**config.mk**
```make
export PLATFORM = sky130hd
export DESIGN_NAME = stg_ma
export DESIGN_NICKNAME = d
export VERILOG_FILES = /design/src/rtl/stg_ma_pkg.sv /design/src/rtl/stg_ma_agu.sv /design/src/rtl/stg_ma.sv
export SDC_FILE = /design/constraint.sdc
export NUM_CORES = 1
export LEC_CHECK = 0
export BUFFER_PORTS_ARGS = -buffer_cell sky130_fd_sc_hd__buf_2
export CORE_MARGIN = 10
export CORE_UTILIZATION = 23
export DETAILED_ROUTE_END_ITERATION = 7
export GPL_TIMING_DRIVEN = 0
export SLEW_MARGIN = 20
export SYNTH_ARGS = -nofsm -noshare
export SYNTH_HDL_FRONTEND = slang
export SYNTH_SLANG_ARGS = --single-unit
```
**constraint.sdc**
```tcl
create_clock -name iw_clk -period 9.05 [get_ports iw_clk]
set_input_delay 0 -clock iw_clk [delete_from_list [all_inputs] [get_ports iw_clk]]
set_output_delay 0 -clock iw_clk [all_outputs]
set_load 0.005 [all_outputs]
```
**src/rtl/stg_ma_pkg.sv**
```systemverilog
// ---------------------------------------------------------------------------
// stg_ma_pkg -- shared pipeline constants and helpers.
//
// Holds the opcode and size constants used by the memory-address stage
// (stg_ma) and the memory-operation stage (stg_mo), the NOP encoding used
// for bubbles, and is_mem_opc(), which both stages use to recognise the
// four memory opcodes.
// ---------------------------------------------------------------------------
package stg_ma_pkg;

    // Bus sizes
    localparam int SIZE_ADDR   = 16;
    localparam int HBIT_ADDR   = SIZE_ADDR - 1;
    localparam int SIZE_DATA   = 32;
    localparam int SIZE_OPC    = 6;
    localparam int SIZE_TGT_GP = 4;
    localparam int SIZE_TGT_SR = 2;

    // Opcodes
    localparam logic [SIZE_OPC-1:0] OPC_NOP     = 6'h00;
    localparam logic [SIZE_OPC-1:0] OPC_RU_ADD  = 6'h01;
    localparam logic [SIZE_OPC-1:0] OPC_RU_LDu  = 6'h10;
    localparam logic [SIZE_OPC-1:0] OPC_RU_STu  = 6'h11;
    localparam logic [SIZE_OPC-1:0] OPC_IU_STiu = 6'h21;
    localparam logic [SIZE_OPC-1:0] OPC_IS_STis = 6'h31;

    // Stage-4 control states
    typedef enum logic {
        ST_RUN  = 1'b0,
        ST_WAIT = 1'b1
    } ma_state_e;

    // Latched pipeline bundle of the memory-address stage
    typedef struct packed {
        logic [SIZE_ADDR-1:0]   pc;
        logic [SIZE_DATA-1:0]   instr;
        logic [SIZE_OPC-1:0]    opc;
        logic [SIZE_TGT_GP-1:0] tgt_gp;
        logic                   tgt_gp_we;
        logic [SIZE_TGT_SR-1:0] tgt_sr;
        logic                   tgt_sr_we;
        logic [SIZE_DATA-1:0]   result;
        logic [SIZE_ADDR-1:0]   ea;
        logic                   mp;
    } ma_q_t;

    // True for every opcode that touches a memory bank
    function automatic logic is_mem_opc(input logic [SIZE_OPC-1:0] opc);
        return (opc == OPC_RU_LDu)  || (opc == OPC_RU_STu) ||
               (opc == OPC_IU_STiu) || (opc == OPC_IS_STis);
    endfunction

endpackage

```
**src/rtl/stg_ma_agu.sv**
```systemverilog
// ---------------------------------------------------------------------------
// stg_ma_agu -- address generation for the memory-address stage.
//
// Purely combinational: ea = base + offset (wraps, carry discarded) and the
// memory port select is the top address bit.
//
// Ports:
//   iw_base   in  SIZE_ADDR  address base operand
//   iw_offset in  SIZE_ADDR  address offset operand
//   ow_ea     out SIZE_ADDR  effective address
//   ow_mp     out 1          memory port (bank) select
// ---------------------------------------------------------------------------
module stg_ma_agu
    import stg_ma_pkg::*;
(
    input  logic [SIZE_ADDR-1:0] iw_base,
    input  logic [SIZE_ADDR-1:0] iw_offset,
    output logic [SIZE_ADDR-1:0] ow_ea,
    output logic                 ow_mp
);

    // Result is sized to SIZE_ADDR, so the carry out falls off naturally.
    assign ow_ea = iw_base + iw_offset;
    assign ow_mp = ow_ea[HBIT_ADDR];

endmodule

```
**src/rtl/stg_ma.sv**
```systemverilog
// ---------------------------------------------------------------------------
// stg_ma -- pipeline stage 4, memory address.
//
// Computes the effective address of memory ops, latches the pipeline bundle
// and presents it to stg_mo one cycle later. While the selected bank is busy
// the stage holds its op, stalls stages 1-3 and sends bubbles downstream so
// a store is never issued twice. After WAIT_MAX stalled cycles the op is
// dropped and ow_mem_fault pulses for one cycle.
//
// Parameters:
//   WAIT_MAX  maximum stalled cycles before drop, 1..(2^CNT_W)-1
//   CNT_W     wait-counter width
//
// Ports:
//   iw_clk, iw_rst             clock, asynchronous active-high reset
//   iw_flush                   kill the latched op
//   iw_pc/ow_pc                program counter
//   iw_instr/ow_instr          instruction word
//   iw_opc/ow_opc              opcode (ow_opc = NOP on bubbles)
//   iw_tgt_gp(_we)/ow_...      GP target and write enable
//   iw_tgt_sr(_we)/ow_...      SR target and write enable
//   iw_base, iw_offset         address operands
//   iw_result/ow_result        ALU result or store data
//   ow_mem_addr                latched effective address
//   ow_mem_mp                  latched port select (to stg_mo iw_mem_mp)
//   iw_mem_busy                per-bank busy
//   ow_stall                   hold stages 1-3
//   ow_mem_fault               one-cycle pulse after a timed-out op is dropped
//   ow_stall_cycles            (only with STG_MA_PERF_EN) saturating count
//                              of stalled cycles
// ---------------------------------------------------------------------------
module stg_ma
    import stg_ma_pkg::*;
#(
    parameter int WAIT_MAX = 15,
    parameter int CNT_W    = 4
) (
    input  logic                   iw_clk,
    input  logic                   iw_rst,
    input  logic                   iw_flush,
    input  logic [SIZE_ADDR-1:0]   iw_pc,
    input  logic [SIZE_DATA-1:0]   iw_instr,
    input  logic [SIZE_OPC-1:0]    iw_opc,
    input  logic [SIZE_TGT_GP-1:0] iw_tgt_gp,
    input  logic                   iw_tgt_gp_we,
    input  logic [SIZE_TGT_SR-1:0] iw_tgt_sr,
    input  logic                   iw_tgt_sr_we,
    input  logic [SIZE_ADDR-1:0]   iw_base,
    input  logic [SIZE_ADDR-1:0]   iw_offset,
    input  logic [SIZE_DATA-1:0]   iw_result,
    input  logic [1:0]             iw_mem_busy,
    output logic [SIZE_ADDR-1:0]   ow_pc,
    output logic [SIZE_DATA-1:0]   ow_instr,
    output logic [SIZE_OPC-1:0]    ow_opc,
    output logic [SIZE_TGT_GP-1:0] ow_tgt_gp,
    output logic                   ow_tgt_gp_we,
    output logic [SIZE_TGT_SR-1:0] ow_tgt_sr,
    output logic                   ow_tgt_sr_we,
    output logic [SIZE_DATA-1:0]   ow_result,
    output logic [SIZE_ADDR-1:0]   ow_mem_addr,
    output logic                   ow_mem_mp,
    output logic                   ow_stall,
    output logic                   ow_mem_fault
`ifdef STG_MA_PERF_EN
    ,
    output logic [15:0]            ow_stall_cycles
`endif
);

    localparam logic [CNT_W-1:0] WAIT_MAX_C = CNT_W'(WAIT_MAX);

    // ------------------------------------------------------------------
    // Address generation on the incoming bundle
    // ------------------------------------------------------------------
    logic [SIZE_ADDR-1:0] agu_ea;
    logic                 agu_mp;

    stg_ma_agu u_agu (
        .iw_base   (iw_base),
        .iw_offset (iw_offset),
        .ow_ea     (agu_ea),
        .ow_mp     (agu_mp)
    );

    ma_q_t q_in;

    assign q_in = '{
        pc:        iw_pc,
        instr:     iw_instr,
        opc:       iw_opc,
        tgt_gp:    iw_tgt_gp,
        tgt_gp_we: iw_tgt_gp_we,
        tgt_sr:    iw_tgt_sr,
        tgt_sr_we: iw_tgt_sr_we,
        result:    iw_result,
        ea:        agu_ea,
        mp:        agu_mp
    };

    // ------------------------------------------------------------------
    // State
    // ------------------------------------------------------------------
    ma_q_t             q_reg,     q_next;
    ma_state_e         state_reg, state_next;
    logic [CNT_W-1:0]  cnt_reg,   cnt_next;
    logic              fault_reg, fault_next;

    logic q_is_mem;
    logic sel_busy;
    logic stall;
    logic drop;
    logic bubble;

    assign q_is_mem = is_mem_opc(q_reg.opc);
    // Only the bank this op addresses matters; the other bank's busy is ignored.
    assign sel_busy = iw_mem_busy[q_reg.mp];

    // cnt counts cycles already spent stalled, so cnt < WAIT_MAX gives
    // exactly WAIT_MAX stall cycles before the drop cycle.
    assign stall  = q_is_mem && sel_busy && (cnt_reg < WAIT_MAX_C) && !iw_flush;
    assign drop   = q_is_mem && sel_busy && (state_reg == ST_WAIT) &&
                    (cnt_reg == WAIT_MAX_C);
    assign bubble = stall || drop || iw_flush;

    // ------------------------------------------------------------------
    // Next-state logic
    // ------------------------------------------------------------------
    always_comb begin
        q_next     = q_reg;
        state_next = state_reg;
        cnt_next   = cnt_reg;
        fault_next = 1'b0;

        if (iw_flush) begin
            // Flush beats stall and drop; the killed op raises no fault.
            q_next     = '0;
            cnt_next   = '0;
            state_next = ST_RUN;
        end else if (stall) begin
            state_next = ST_WAIT;
            case (state_reg)
                ST_RUN:  cnt_next = CNT_W'(1);
                default: cnt_next = cnt_reg + 1'b1;
            endcase
        end else begin
            // Normal advance, busy clearing, or timeout drop: all take the
            // upstream op. Only the drop flags a fault for the next cycle.
            q_next     = q_in;
            cnt_next   = '0;
            state_next = ST_RUN;
            fault_next = drop;
        end
    end

    always_ff @(posedge iw_clk or posedge iw_rst) begin
        if (iw_rst) begin
            q_reg     <= '0;
            state_reg <= ST_RUN;
            cnt_reg   <= '0;
            fault_reg <= 1'b0;
        end else begin
            q_reg     <= q_next;
            state_reg <= state_next;
            cnt_reg   <= cnt_next;
            fault_reg <= fault_next;
        end
    end

    // ------------------------------------------------------------------
    // Outputs: bubbles clear opcode and write enables, payload stays
    // ------------------------------------------------------------------
    assign ow_pc        = q_reg.pc;
    assign ow_instr     = q_reg.instr;
    assign ow_opc       = bubble ? OPC_NOP : q_reg.opc;
    assign ow_tgt_gp    = q_reg.tgt_gp;
    assign ow_tgt_gp_we = bubble ? 1'b0 : q_reg.tgt_gp_we;
    assign ow_tgt_sr    = q_reg.tgt_sr;
    assign ow_tgt_sr_we = bubble ? 1'b0 : q_reg.tgt_sr_we;
    assign ow_result    = q_reg.result;
    assign ow_mem_addr  = q_reg.ea;
    assign ow_mem_mp    = q_reg.mp;
    assign ow_stall     = stall;
    assign ow_mem_fault = fault_reg;

`ifdef STG_MA_PERF_EN
    // ------------------------------------------------------------------
    // Stall-cycle counter: saturates at all-ones. Once saturated, a flush
    // no longer clears it, so the saturated reading survives until reset.
    // ------------------------------------------------------------------
    logic [15:0] stall_cycles_reg;

    always_ff @(posedge iw_clk or posedge iw_rst) begin
        if (iw_rst) begin
            stall_cycles_reg <= '0;
        end else if (iw_flush) begin
            if (stall_cycles_reg != 16'hFFFF) begin
                stall_cycles_reg <= '0;
            end
        end else if (stall && (stall_cycles_reg != 16'hFFFF)) begin
            stall_cycles_reg <= stall_cycles_reg + 16'd1;
        end
    end

    assign ow_stall_cycles = stall_cycles_reg;
`endif

endmodule

```
======== Word-level counts from Yosys, hierarchy flattened ========
Cells that the tools add are included.
W data, S select, Z words.
cells by class
  muxes and demuxes ....................... 14
  reduce and logical (&&, ||, !) cells .... 11
  magnitude comparators ................... 2
  equal/unequal tests ..................... 6
  $add $sub $neg .......................... 2
operator list
  operator               number
  $mux W111              2
  $add A16 B16 Y16       1
  $eq A6 B5 Y1 const B   2
  $eq A6 B6 Y1 const B   2
  $mux W4                3
  $mux W1                8
  $mux W6                1
  $logic_and A1 B1 Y1    5
  $logic_or A1 B1 Y1     5
  $add A4 B1 Y4 const B  1
  $eq A4 B4 Y1 const B   1
  $lt A4 B4 Y1 const B   1
  $lt A1 B2 Y1 const B   1
  $ne A2 B2 Y1 const B   1
  $logic_not A1 Y1       1
word-level totals
  register bits after elaboration ......... 117

======== Logic depth before layout (Yosys ltp) ========
Gate-level depths: netlist (run 1).
  depth in word-level cells ............... 10
  depth in mapped cells ................... 8
  depth with buffers taken out ............ 8

======== By module ========
From an unflattened synthesis (run 1), not the netlist that was laid out.
unflattened totals
  cell total of the unflattened synthesis .. 721
  area, all modules ....................... 7394.6 um^2
by module, submodules not included
  module      area each (um^2)  cells an instance  seq. area each (um^2)  instances
  stg_ma      6581.3            616                2927.8                 1
  stg_ma_agu  813.3             105                0.0                    1

======== Worst setup path before layout (run 1) ========
OpenSTA, ideal clock, no wires.
  kind .................................... input -> register
  start ................................... input port iw_base[0]
  end ..................................... register q_reg (netlist bit ow_mem_addr[10])
  stages .................................. 8
  data required time ...................... 8928 ps
  data arrival time ....................... 1840 ps
  path buffers ............................ 0
  setup time .............................. 122 ps
  path slack .............................. 7088 ps
  cells stage by stage .................... ha_1 -> fa_1 -> a21o_1 -> a311o_1 -> o211ai_2 -> nor2_1 -> or3_1 -> a32o_1
between the ends
  cells in the longest elaborated chain, start to end .. 3
ends and longest elaborated chain
  what                    line              RTL
  start: declaration      stg_ma.sv:48      input logic [SIZE_ADDR-1:0] iw_base,
  $add A16 B16 Y16        stg_ma_agu.sv:23  assign ow_ea = iw_base + iw_offset;
  $mux W111               stg_ma.sv:139     end else if (stall) begin
  $mux W111               stg_ma.sv:134     if (iw_flush) begin
  end signal: assignment  stg_ma.sv:162     q_reg <= q_next;
  end: declaration        stg_ma.sv:103     ma_q_t q_reg, q_next;
Every way passes these cells. The select of a mux whose other input is x is not followed.
A chain may end at the register's enable or synchronous reset.

======== Final worst setup path (run 1) ========
  start ................................... input port iw_offset[0]
  end ..................................... register q_reg (netlist bit ow_mem_addr[10])
between the ends
  cells in the longest elaborated chain, start to end .. 3
ends and longest elaborated chain
  what                line              RTL
  start: declaration  stg_ma.sv:49      input logic [SIZE_ADDR-1:0] iw_offset,
  $add A16 B16 Y16    stg_ma_agu.sv:23
  $mux W111           stg_ma.sv:139
  $mux W111           stg_ma.sv:134
Every way passes these cells. The select of a mux whose other input is x is not followed.

==> results of run 1 <==
## metrics by stage
step                      hold slack [ns]  instance area (sq um)  total power [mW]
after floorplan                   0.03023                   5749            0.7368
after global placement             0.2070                   7371            0.8397
after detailed placement           0.1047                   7403            0.8438
after CTS                        0.003476                   9024             1.570
after global routing              0.04345                   9024             1.624
final                             0.02754                   9024             1.540
## where the power goes
part / internal, mW / switching, mW / leakage, nW
Combinational: 0.173 / 0.118 / 3.02
Sequential: 0.556 / 0.0222 / 1.51
Clock: 0.433 / 0.238 / 0.293
## what timing repair did
item / in CTS / in global routing
buffers inserted: 0 / 0
hold buffers: 103 / 0
hold endpoints to repair: 155 / 0
## per-layer routing
| layer | up-vias | track usage [%] | routed length, um |
|---|---|---|---|
| met1 | 2307 | 14.27 | 8133 |
| met2 | 165 | 19.34 | 9142 |
| li1 | 2358 | - | - |
| met5 | - | 0 | 0 |
| met3 | 11 | 3.615 | 1530 |
| met4 | 0 | 3.543 | 189 |
## logic make-up (layout without fill, tap and decap cells)
family                     after synthesis  in the layout
AOI/OAI and AO/OA                      147            147
buffers and inverters                  130            509
DFF                                    116            116
and+or+nand+nor                         47             47
adders and majority gates               17             17
xor gates and xnor gates                13             13
muxes                                    2              2
## cell usage in the layout (no fill, tap or decap), drive strengths merged, types with 2 or more instances in the layout
master / instances
buf: 369
nor2: 9
or2: 2
a31oi: 2
and3: 2
or3: 2
ha: 16
nand3: 6
xnor2: 7
a22o: 102
bufinv: 2
and2: 12
a21o: 5
a32o: 4
dfrtp: 116
a21boi: 2
xor2: 6
clkbuf: 25
mux2i: 2
a211oi: 2
clkinv: 6
inv: 3
nand2: 9
a21oi: 12
dlygate4sd3: 103
a31o: 2
o21ai: 8
## worst max-delay path, stage by stage
cell           delay [ns]
dlygate4sd3_1        0.53
buf_2                0.12
ha_1                 0.23
fa_1                 0.41
a21o_1               0.20
a311o_1              0.37
o211ai_2             0.14
nor2_1               0.10
or3_1                0.31
a32o_1               0.25
## synthesized netlist by cell type, drive strengths merged
cell type  instances
a2111oi            1
a211o              1
a211oi             2
a21boi             2
a21o               5
a21oi             12
a221oi             1
a22o             102
a311o              1
a31o               2
a31oi              2
a32o               4
a41oi              1
and2              12
and3               2
buf              125
clkbuf             2
dfrtp            116
fa                 1
ha                16
inv                3
mux2i              2
nand2              9
nand2b             1
nand3              6
nand4              1
nor2               9
nor2b              1
nor4               1
o211ai             1
o21ai              8
o2bb2ai            1
o31a               1
or2                2
or3                2
or4                1
xnor2              7
xor2               6
## layout make-up
| class | count | area (sq um) |
|---|---|---|
| Sequential cell | 116 | 2903 |
| Clock inverter | 9 | 101.3 |
| Inverter | 3 | 16.27 |
| Timing Repair Buffer | 347 | 2275 |
| Tap cell | 324 | 405.4 |
| Fill cell | 2390 | 15440 |
| Buffer | 127 | 1025 |
| Multi-Input combinational cell | 226 | 1810 |
| Clock buffer | 23 | 488.0 |
## worst max-delay path by stage
stage,endpoint,startpoint,slack (ns),cells after the start
after floorplan,cnt_reg[0]$_DFF_PP0_,iw_rst,5.98,1
after global placement,ow_result[5]$_DFFE_PP0N_,iw_rst,4.33,2
after detailed placement,ow_mem_addr[10]$_DFFE_PP0N_,iw_base[0],6.80,9
after CTS,ow_mem_addr[10]$_DFFE_PP0N_,iw_offset[0],6.70,10
after global routing,ow_mem_addr[10]$_DFFE_PP0N_,iw_offset[0],6.57,10
final,ow_mem_addr[10]$_DFFE_PP0N_,iw_offset[0],6.69,10
==> results.yml, run 1 <==
clocking:
  cts-root-buf: "clkbuf_16"
  numCtsBuffers: 17
  clockBufferDepth: 2
  worstSkewPairLatency_ns: 0.41
  htreeDepth: 4
  cts_tree: "yes"
  ctsResizeCount: 0
  cts_sinks: 116
  cts.clk_slew.worst_paths_ns: 0.06
yosys:
  synth_fp_nets: 620
  yosys.area_share.adder_pct: 3.830
  synth_compound_area_share_pct: 20.98
  synth_top_cell_area_share_pct: 50.49
  ys_seq_area_share_pct: 50.49
  synth_seq_cells: 116
  synthMuxAreaShare_pct: 0.3482
  yosys_warnings: 0
  synth.cell_area_sq_um: 5749
  synth.area.top_cells: "dfrtp_1 50%, a22o_1 16%, buf_4 14%"
  netlist.top_cell.by_area: "dfrtp_1"
  synthXorXnorAreaFrac_pct: 1.980
  synth-simple-area-share_pct: 4.353
  synthCells: 472
  yosysUniqueCellTypes: 42
  syn_area_per_cell_sq_um: 12.18
  synth_top_family_by_area: "compound AO/OA/AOI/OAI gates"
placement:
  dpl.cell_count: 1040
  hpwl_um: 13580
  gp_congestion: 0.8053
  pre_cts_slack_ns: 6.796
  numPortBuffers: 243
grt:
  antenna_found_initial: 0
  grt_first_pass_wirelength_um: 29280
  grt_start_max_net_pins: 60
  track_usage_pct: 11.69
  grt_pass1_vias: 5278
  grt-ovfl-total: 0
critical_path:
  cp-end-kind: "register"
  crit_required_ns: 9.34
  regToRegSetupSlack_ns: 7.05
  r2r-start: "q_reg[62]$_DFFE_PP0N_"
  critPathKind: "input port to register"
  path_max_fanout: 5
  reg2regPathDepth: 6
  regToRegEndpoint: "ow_mem_addr[13]$_DFFE_PP0N_"
  worstSetupStartpointType: "input port"
  cp.arrival_ns: 2.65
cells_and_area:
  fin_cells: 1175
  nets: 986
  syn_to_final_growth_pct: 56.95
  drive_gt1_share_pct: 47.94
  final_util_pct: 36.89
  antenna_cells: 0
worst_hold_path:
  hp-class: "input port to register"
  hp-start: "iw_base[15]"
  hold_depth: 4
  min_to: "ow_mem_addr[15]$_DFFE_PP0N_"
flow_run:
  maxCapViolCount: 0
power_and_ir_drop:
  powerDensity_nw_per_um2: 170.6
  ir_worst_vdd_uv: 107.0
  p_leak_nw: 4.815
route:
  ant_nets: 0
  firstDrtPassIters: 6
  vias: 4841
  drtIter0Drc: 219
  post_drt_wl_per_cell_um: 16.17
  routed_wl_um: 19000
  drc: 0
  via_per_inst: 4.120
timing:
  slew_headroom_pct: 57.37
  finalSetupTns_ns: 0
  fin_ws_ns: 6.692
  fin_crit_ns: 2.358
  worst_slew_pin_slew_ns: 0.6394
  finalSetupViolCount: 0
  maxSlewViolCount: 0
  post-route-period-util_pct: 26.05
  max_freq_mhz: 424.1
  fin_skew_ns: 0.01332
  finalHoldViolCount: 0
  rsz0062_at_grt: "false"
die:
  fp-row-count: 57
  core_sq_um: 24460
  initial_core_util_pct: 23.50
  fp.dieW_um: 178.1
  dieArea_sq_um: 31720
  die_h_um: 178.1
  io_pins: 244
run_status:
  status: "finished clean"
Power figures use the tool's default switching activity.
==> run 2, diff against run 1 <==
--- a/config.mk
+++ b/config.mk
@@ -5,6 +5,7 @@
 export SDC_FILE = /design/constraint.sdc
 export NUM_CORES = 1
 export LEC_CHECK = 0
+export ABC_AREA = 1
 export BUFFER_PORTS_ARGS = -buffer_cell sky130_fd_sc_hd__buf_2
 export CORE_MARGIN = 10
 export CORE_UTILIZATION = 23
==> constraint.sdc (replaced) <==
create_clock -name iw_clk -period 2.4 [get_ports iw_clk]
set_input_delay 0 -clock iw_clk [delete_from_list [all_inputs] [get_ports iw_clk]]
set_output_delay 0 -clock iw_clk [all_outputs]
set_load 0.005 [all_outputs]
==> run 2 against run 1 <==
- highest routed layer unchanged
- clock skew is 0.0019 ns lower
- utilization is 0.35 points lower
- total power grew to 4.0 times the previous value
- global-route usage up 0.50 points
- die area increased by 5.5%
- count of clock-buffer cells in the layout down 3
- critical endpoint is now ow_stall
- non-clock buffer count down 3
==> results.yml, run 2 <==
yosys:
  synthCells: 780
  yosys.cell_count.top_type: "nand2_1"
  synth_seq_cells: 116
  synth_fp_nets: 928
  netlist.top_cell.by_area: "dfrtp_1"
  ys.flop_type: "dfrtp_1"
  ys_seq_area_share_pct: 47.56
  syn_area_per_cell_sq_um: 7.825
  yosys_warnings: 0
  synth.cell_area_sq_um: 6103
  async_flop_share_pct: 100.0
  yosysUniqueCellTypes: 21
  synth_top_cell_area_share_pct: 47.56
  synth.area.top_cells: "dfrtp_1 48%, nand2_1 23%, buf_4 14%"
  synth.top_cells.by_count: "380 x nand2_1, 116 x dfrtp_1, 113 x buf_4"
  synth_edf_count: 0
clocking:
  numCtsBuffers: 17
  clockBufferDepth: 2
  cts-root-buf: "clkbuf_16"
  cts_setup_buffers: 0
  cts_sinks: 116
  htreeDepth: 4
  cts_tree: "yes"
  worstSkewPairLatency_ns: 0.42
  cts.clk_slew.worst_paths_ns: 0.05
cells_and_area:
  seq_area_sq_um: 2903
  nets: 1294
  drive_gt1_share_pct: 35.29
  layout_common_cells: "379 x nand2_1, 253 x buf_2, 116 x dfrtp_1"
  stdcell_area_sq_um: 9522
  multi_input_area_sq_um: 2097
  fin_cells: 1495
  syn_to_final_growth_pct: 56.01
  fill_cells: 2692
  final_common_cell: "nand2_1"
  final_util_pct: 36.54
critical_path:
  worstSetupStartpointType: "register"
  regToRegSetupSlack_ns: 0.41
  cp-end-kind: "primary output"
  critPathKind: "register to primary output"
  cp.arrival_ns: 2.15
  path_max_fanout: 11
  crit_required_ns: 2.40
power_and_ir_drop:
  clkPwrFrac_pct: 47.6
  switching_share_pct: 24.70
  p_total_mw: 6.223
  p_sw_mw: 1.537
  powerDensity_nw_per_um2: 653.5
  seqPwrFrac_pct: 34.9
  p_int_mw: 4.686
  p_leak_nw: 5.504
  ir_worst_vdd_uv: 444.0
  combPwrFrac_pct: 17.6
timing:
  max_freq_mhz: 466.0
  slew_headroom_pct: 78.98
  rsz0062_at_grt: "false"
  fin_ws_ns: 0.2539
  finalHoldViolCount: 0
  fin_skew_ns: 0.01145
  post-route-period-util_pct: 89.42
  maxSlewViolCount: 0
  fin_crit_ns: 2.146
  finalSetupViolCount: 0
  worst_slew_pin_slew_ns: 0.3150
die:
  io_pins: 244
  fp-row-count: 59
  fp.dieW_um: 182.9
  dieArea_sq_um: 33450
  die_h_um: 182.9
  core_sq_um: 26060
  initial_core_util_pct: 23.42
placement:
  dpl.cell_count: 1362
  gp_congestion: 0.8150
  hpwl_um: 15260
  placed_area_sq_um: 7823
  pre_cts_slack_ns: 0.2797
  numPortBuffers: 243
grt:
  grt_first_pass_wirelength_um: 32540
  track_usage_pct: 12.19
  grt_pass1_vias: 6136
  use_met1_pct: 14.06
  antenna_found_initial: 1
  gr-usage-met3_pct: 2.795
  busiest_layer: "met2"
  grt-ovfl-total: 0
  grt_start_max_net_pins: 31
  use_met2_pct: 21.33
worst_hold_path:
  hp-class: "input port to asynchronous set/reset pin"
route:
  routed_wl_um: 20630
  drtIter0Drc: 227
  via_per_inst: 3.934
  ant_nets: 0
  post_drt_wl_per_cell_um: 13.80
  vias: 5881
  drc: 0
  firstDrtPassIters: 5
run_status:
  status: "finished clean"
flow_run:
  maxCapViolCount: 0
[run 2: through the flow]
step | TNS [ns] | hold WS [ns]
2_1_floorplan | 0 | 0.06641
3_3_place_gp | -1.282 | 0.1947
3_5_place_dp | 0 | -0.08938
4_1_cts | 0 | 0.01414
5_1_grt | 0 | 0.03862
6_report | 0 | 0.04924
[run 2: logic make-up after synthesis]
family | after synthesis | synth area share (%)
adders and majority gates | 17 | 3.608
buffers and inverters | 179 | 18.18
AOI/OAI and AO/OA | 22 | 1.804
DFF | 116 | 47.56
and+or+nand+nor | 439 | 27.84
xor gates and xnor gates | 7 | 1.005
[run 2: metal layers]
| layer | part of all wire, % | wire (um) |
|---|---|---|
| met2 | 50 | 10420 |
| met5 | 0 | 0 |
| met1 | 42 | 8688 |
| met4 | 2.7 | 561 |
| met3 | 4.7 | 960 |
[run 2: worst paths after layout]
path / cells past startpoint / to / start
worst max-delay path: 7 / ow_stall / ow_mem_addr[15]$_DFFE_PP0N_
worst min-delay path: 3 / ow_instr[18]$_DFFE_PP0N_ / iw_rst
worst max register to register: 9 / ow_result[21]$_DFFE_PP0N_ / ow_mem_addr[15]$_DFFE_PP0N_
worst min register to register: 2 / ow_result[31]$_DFFE_PP0N_ / ow_result[31]$_DFFE_PP0N_
max in group asynchronous: 6 / ow_result[2]$_DFFE_PP0N_ / iw_rst
min in group iw_clk: 5 / ow_mem_addr[14]$_DFFE_PP0N_ / iw_offset[14]
[run 2: final cells by class]
class | instances | area share, %
antenna | 1 | 0.02628
buffer | 124 | 9.553
clock buffer | 20 | 4.796
clock inverter | 12 | 2.378
inverter | 55 | 2.208
multi-input combinational | 485 | 22.02
sequential | 116 | 30.49
tap | 335 | 4.402
timing repair buffer | 347 | 24.13
[run 2: repair_timing]
item,4_1_cts,5_1_grt
hold endpoints to repair,183,0
gates resized for setup,0,4
endpoints found under the setup margin,0,9
hold buffers,100,0
[run 2: worst max-delay path, cell delays in order (launching register included)]
cell and delay (ns):
dfrtp_1 0.44, o21ai_2 0.25, nand2_1 0.12, nor2_1 0.17
nand2_1 0.09, nor2_2 0.22, clkbuf_4 0.30, buf_2 0.15
[run 2: power by group through the flow]
stage | combinational, mW | clock [mW] | sequential (mW)
2_1_floorplan | 0.561 | 0 | 2.18
5_1_grt | 1.23 | 3.14 | 2.19
3_3_place_gp | 0.950 | 0 | 2.20
4_1_cts | 1.11 | 3.07 | 2.17
6_report | 1.09 | 2.96 | 2.17
3_5_place_dp | 0.973 | 0 | 2.20
==> run 3, diff against run 2 <==
--- a/config.mk
+++ b/config.mk
@@ -11,6 +11,7 @@
 export CORE_UTILIZATION = 23
 export DETAILED_ROUTE_END_ITERATION = 7
 export GPL_TIMING_DRIVEN = 0
+export REMOVE_ABC_BUFFERS = 1
 export SLEW_MARGIN = 20
 export SYNTH_ARGS = -nofsm -noshare
 export SYNTH_HDL_FRONTEND = slang
==> run 3 against run 2 <==
- critical path type is now register to register
- largest power group unchanged
- die area is the same
- register-to-register slack lost 0.19 ns
- count of clock-buffer cells in the layout is the same
- clock power shrank 11%
==> results.yml, run 3 (same netlist as run 2, synthesis figures left out) <==
run_status:
  status: "finished clean"
cells_and_area:
  nets: 1193
  syn_to_final_growth_pct: 45.08
  fill_cells: 2661
  final_common_cell: "nand2_1"
  final_util_pct: 33.98
  layout_common_cells: "380 x nand2_1, 243 x buf_2, 116 x dfrtp_1"
  fin_cells: 1393
  stdcell_area_sq_um: 8855
  antenna_cells: 0
  drive_gt1_share_pct: 27.98
die:
  fp.dieW_um: 182.9
  initial_core_util_pct: 23.42
  fp-row-count: 59
  die_h_um: 182.9
  core_sq_um: 26060
  io_pins: 244
  dieArea_sq_um: 33450
timing:
  finalSetupTns_ns: 0
  fin_crit_ns: 2.182
  max_freq_mhz: 458.2
  finalHoldViolCount: 0
  slew_headroom_pct: 73.22
  rsz0062_at_grt: "false"
  maxSlewViolCount: 0
  fin_skew_ns: 0.01404
  finalSetupViolCount: 0
  post-route-period-util_pct: 90.93
  worst_slew_pin_slew_ns: 0.4016
power_and_ir_drop:
  switching_share_pct: 26.35
  seqPwrFrac_pct: 37.7
  p_sw_mw: 1.511
  p_leak_nw: 4.981
  ir_worst_vdd_uv: 366.0
  powerDensity_nw_per_um2: 647.7
  clkPwrFrac_pct: 45.8
  combPwrFrac_pct: 16.5
  p_int_mw: 4.224
  p_total_mw: 5.736
route:
  post_drt_wl_per_cell_um: 13.68
  ant_nets: 0
  firstDrtPassIters: 4
  vias: 5475
  drc: 0
  drtIter0Drc: 259
  routed_wl_um: 19060
  via_per_inst: 3.930
critical_path:
  crit_required_ns: 2.69
  cp_slowest_cell: "dlygate4sd3_1"
  regToRegSetupSlack_ns: 0.22
  cp-end-kind: "register"
  cp.arrival_ns: 2.47
  worstSetupStartpointType: "register"
  critPathBufInv: 3
  slowest_delay_ns: 0.55
  path_cells: "o21ai_1 -> nand2_1 -> nor2_1 -> a21oi_4 -> buf_12 -> buf_16 -> nand2_1 -> nand2_1 -> dlygate4sd3_1"
  critical_path.top_delay_family: "buffers and inverters"
  path_max_fanout: 30
  crit_top_cell: "nand2_1"
  critPathKind: "register to register"
worst_hold_path:
  hp-class: "input port to register"
placement:
  hpwl_um: 13390
  numPortBuffers: 243
  gp_congestion: 0.7429
  dpl.cell_count: 1243
  placed_area_sq_um: 7079
clocking:
  cts_sinks: 116
  cts_tree: "yes"
  clockBufferDepth: 2
  cts-root-buf: "clkbuf_16"
  htreeDepth: 4
  worstSkewPairLatency_ns: 0.41
  numCtsBuffers: 17
  cts.clk_slew.worst_paths_ns: 0.06
grt:
  grt_start_max_net_pins: 76
  grt_first_pass_wirelength_um: 29930
  antenna_found_initial: 0
  track_usage_pct: 11.05
  grt-ovfl-total: 0
  grt_pass1_vias: 5636
flow_run:
  maxCapViolCount: 0
[run 3: changes by cell type in the layout (fill, tap and decap cells not counted), moves of 2 or more]
cell,delta
buf_4,-105
buf_2,-10
dlygate4sd3_1,+10
buf_16,+6
bufinv_16,-3
clkinv_2,+2
[run 3: area by class of cell]
type	count	area (sq um)	share of cell area, %
clock buffers	20	446.7	5.045
clock inverters	12	155.1	1.752
inverters	55	214.0	2.416
multi-input cells	485	2107	23.80
flip-flops and latches	116	2903	32.78
well taps	335	419.2	4.734
repair buffers	370	2610	29.48
[run 3: power groups by stage]
stage / clock network [mW] / registers [mW] / logic, mW
after floorplan: 0 / 2.21 / 0.367
after global placement: 0 / 2.19 / 0.787
after detailed placement: 0 / 2.20 / 0.797
after CTS: 2.72 / 2.16 / 0.948
after global routing: 2.82 / 2.18 / 1.06
final: 2.63 / 2.16 / 0.944
[run 3: through the flow]
| step | setup WS (ns) | hold slack (ns) |
|---|---|---|
| after floorplan | -3.070 | 0.06641 |
| after global placement | -6.639 | 0.1938 |
| after detailed placement | 0.1266 | 0.01014 |
| after CTS | 0.06184 | 0.04237 |
| after global routing | 0.07235 | 0.07283 |
| final | 0.2176 | 0.05649 |
[run 3: final timing paths]
kind,startpoint,to,depth (start not counted)
max,ow_mem_addr[15]$_DFFE_PP0N_,ow_pc[3]$_DFFE_PP0N_,9
min in group asynchronous,iw_rst,ow_result[4]$_DFFE_PP0N_,3
min,iw_offset[14],ow_mem_addr[14]$_DFFE_PP0N_,5
max reg2reg,ow_mem_addr[15]$_DFFE_PP0N_,ow_pc[3]$_DFFE_PP0N_,9
max in group asynchronous,iw_rst,ow_result[10]$_DFFE_PP0N_,4
min reg2reg,ow_pc[10]$_DFFE_PP0N_,ow_pc[10]$_DFFE_PP0N_,2
[run 3: what timing repair did]
| item | CTS | global route |
|---|---|---|
| hold endpoints to repair | 214 | 0 |
| hold buffers | 110 | 0 |
| buffers inserted | 0 | 8 |
| endpoints found under the setup margin | 0 | 42 |
| resized for setup | 0 | 0 |
[run 3: per-layer routing]
layer / vias to the layer above / GRT usage, % / share of wire, % / wire (um)
li1: 2789 / - / - / -
met1: 2477 / 12.48 / 41 / 7875
met4: 0 / 3.228 / 1.9 / 359
met2: 188 / 19.04 / 49 / 9401
met3: 21 / 4.173 / 7.5 / 1423
met5: - / 0 / 0 / 0
[run 3: worst reg2reg max path, cell delays in order (launching register included)]
cell and delay [ns]:
dfrtp_1 0.46, o21ai_1 0.17, nand2_1 0.06, nor2_1 0.27
a21oi_4 0.11, buf_12 0.15, buf_16 0.16, nand2_1 0.07
nand2_1 0.04, dlygate4sd3_1 0.55
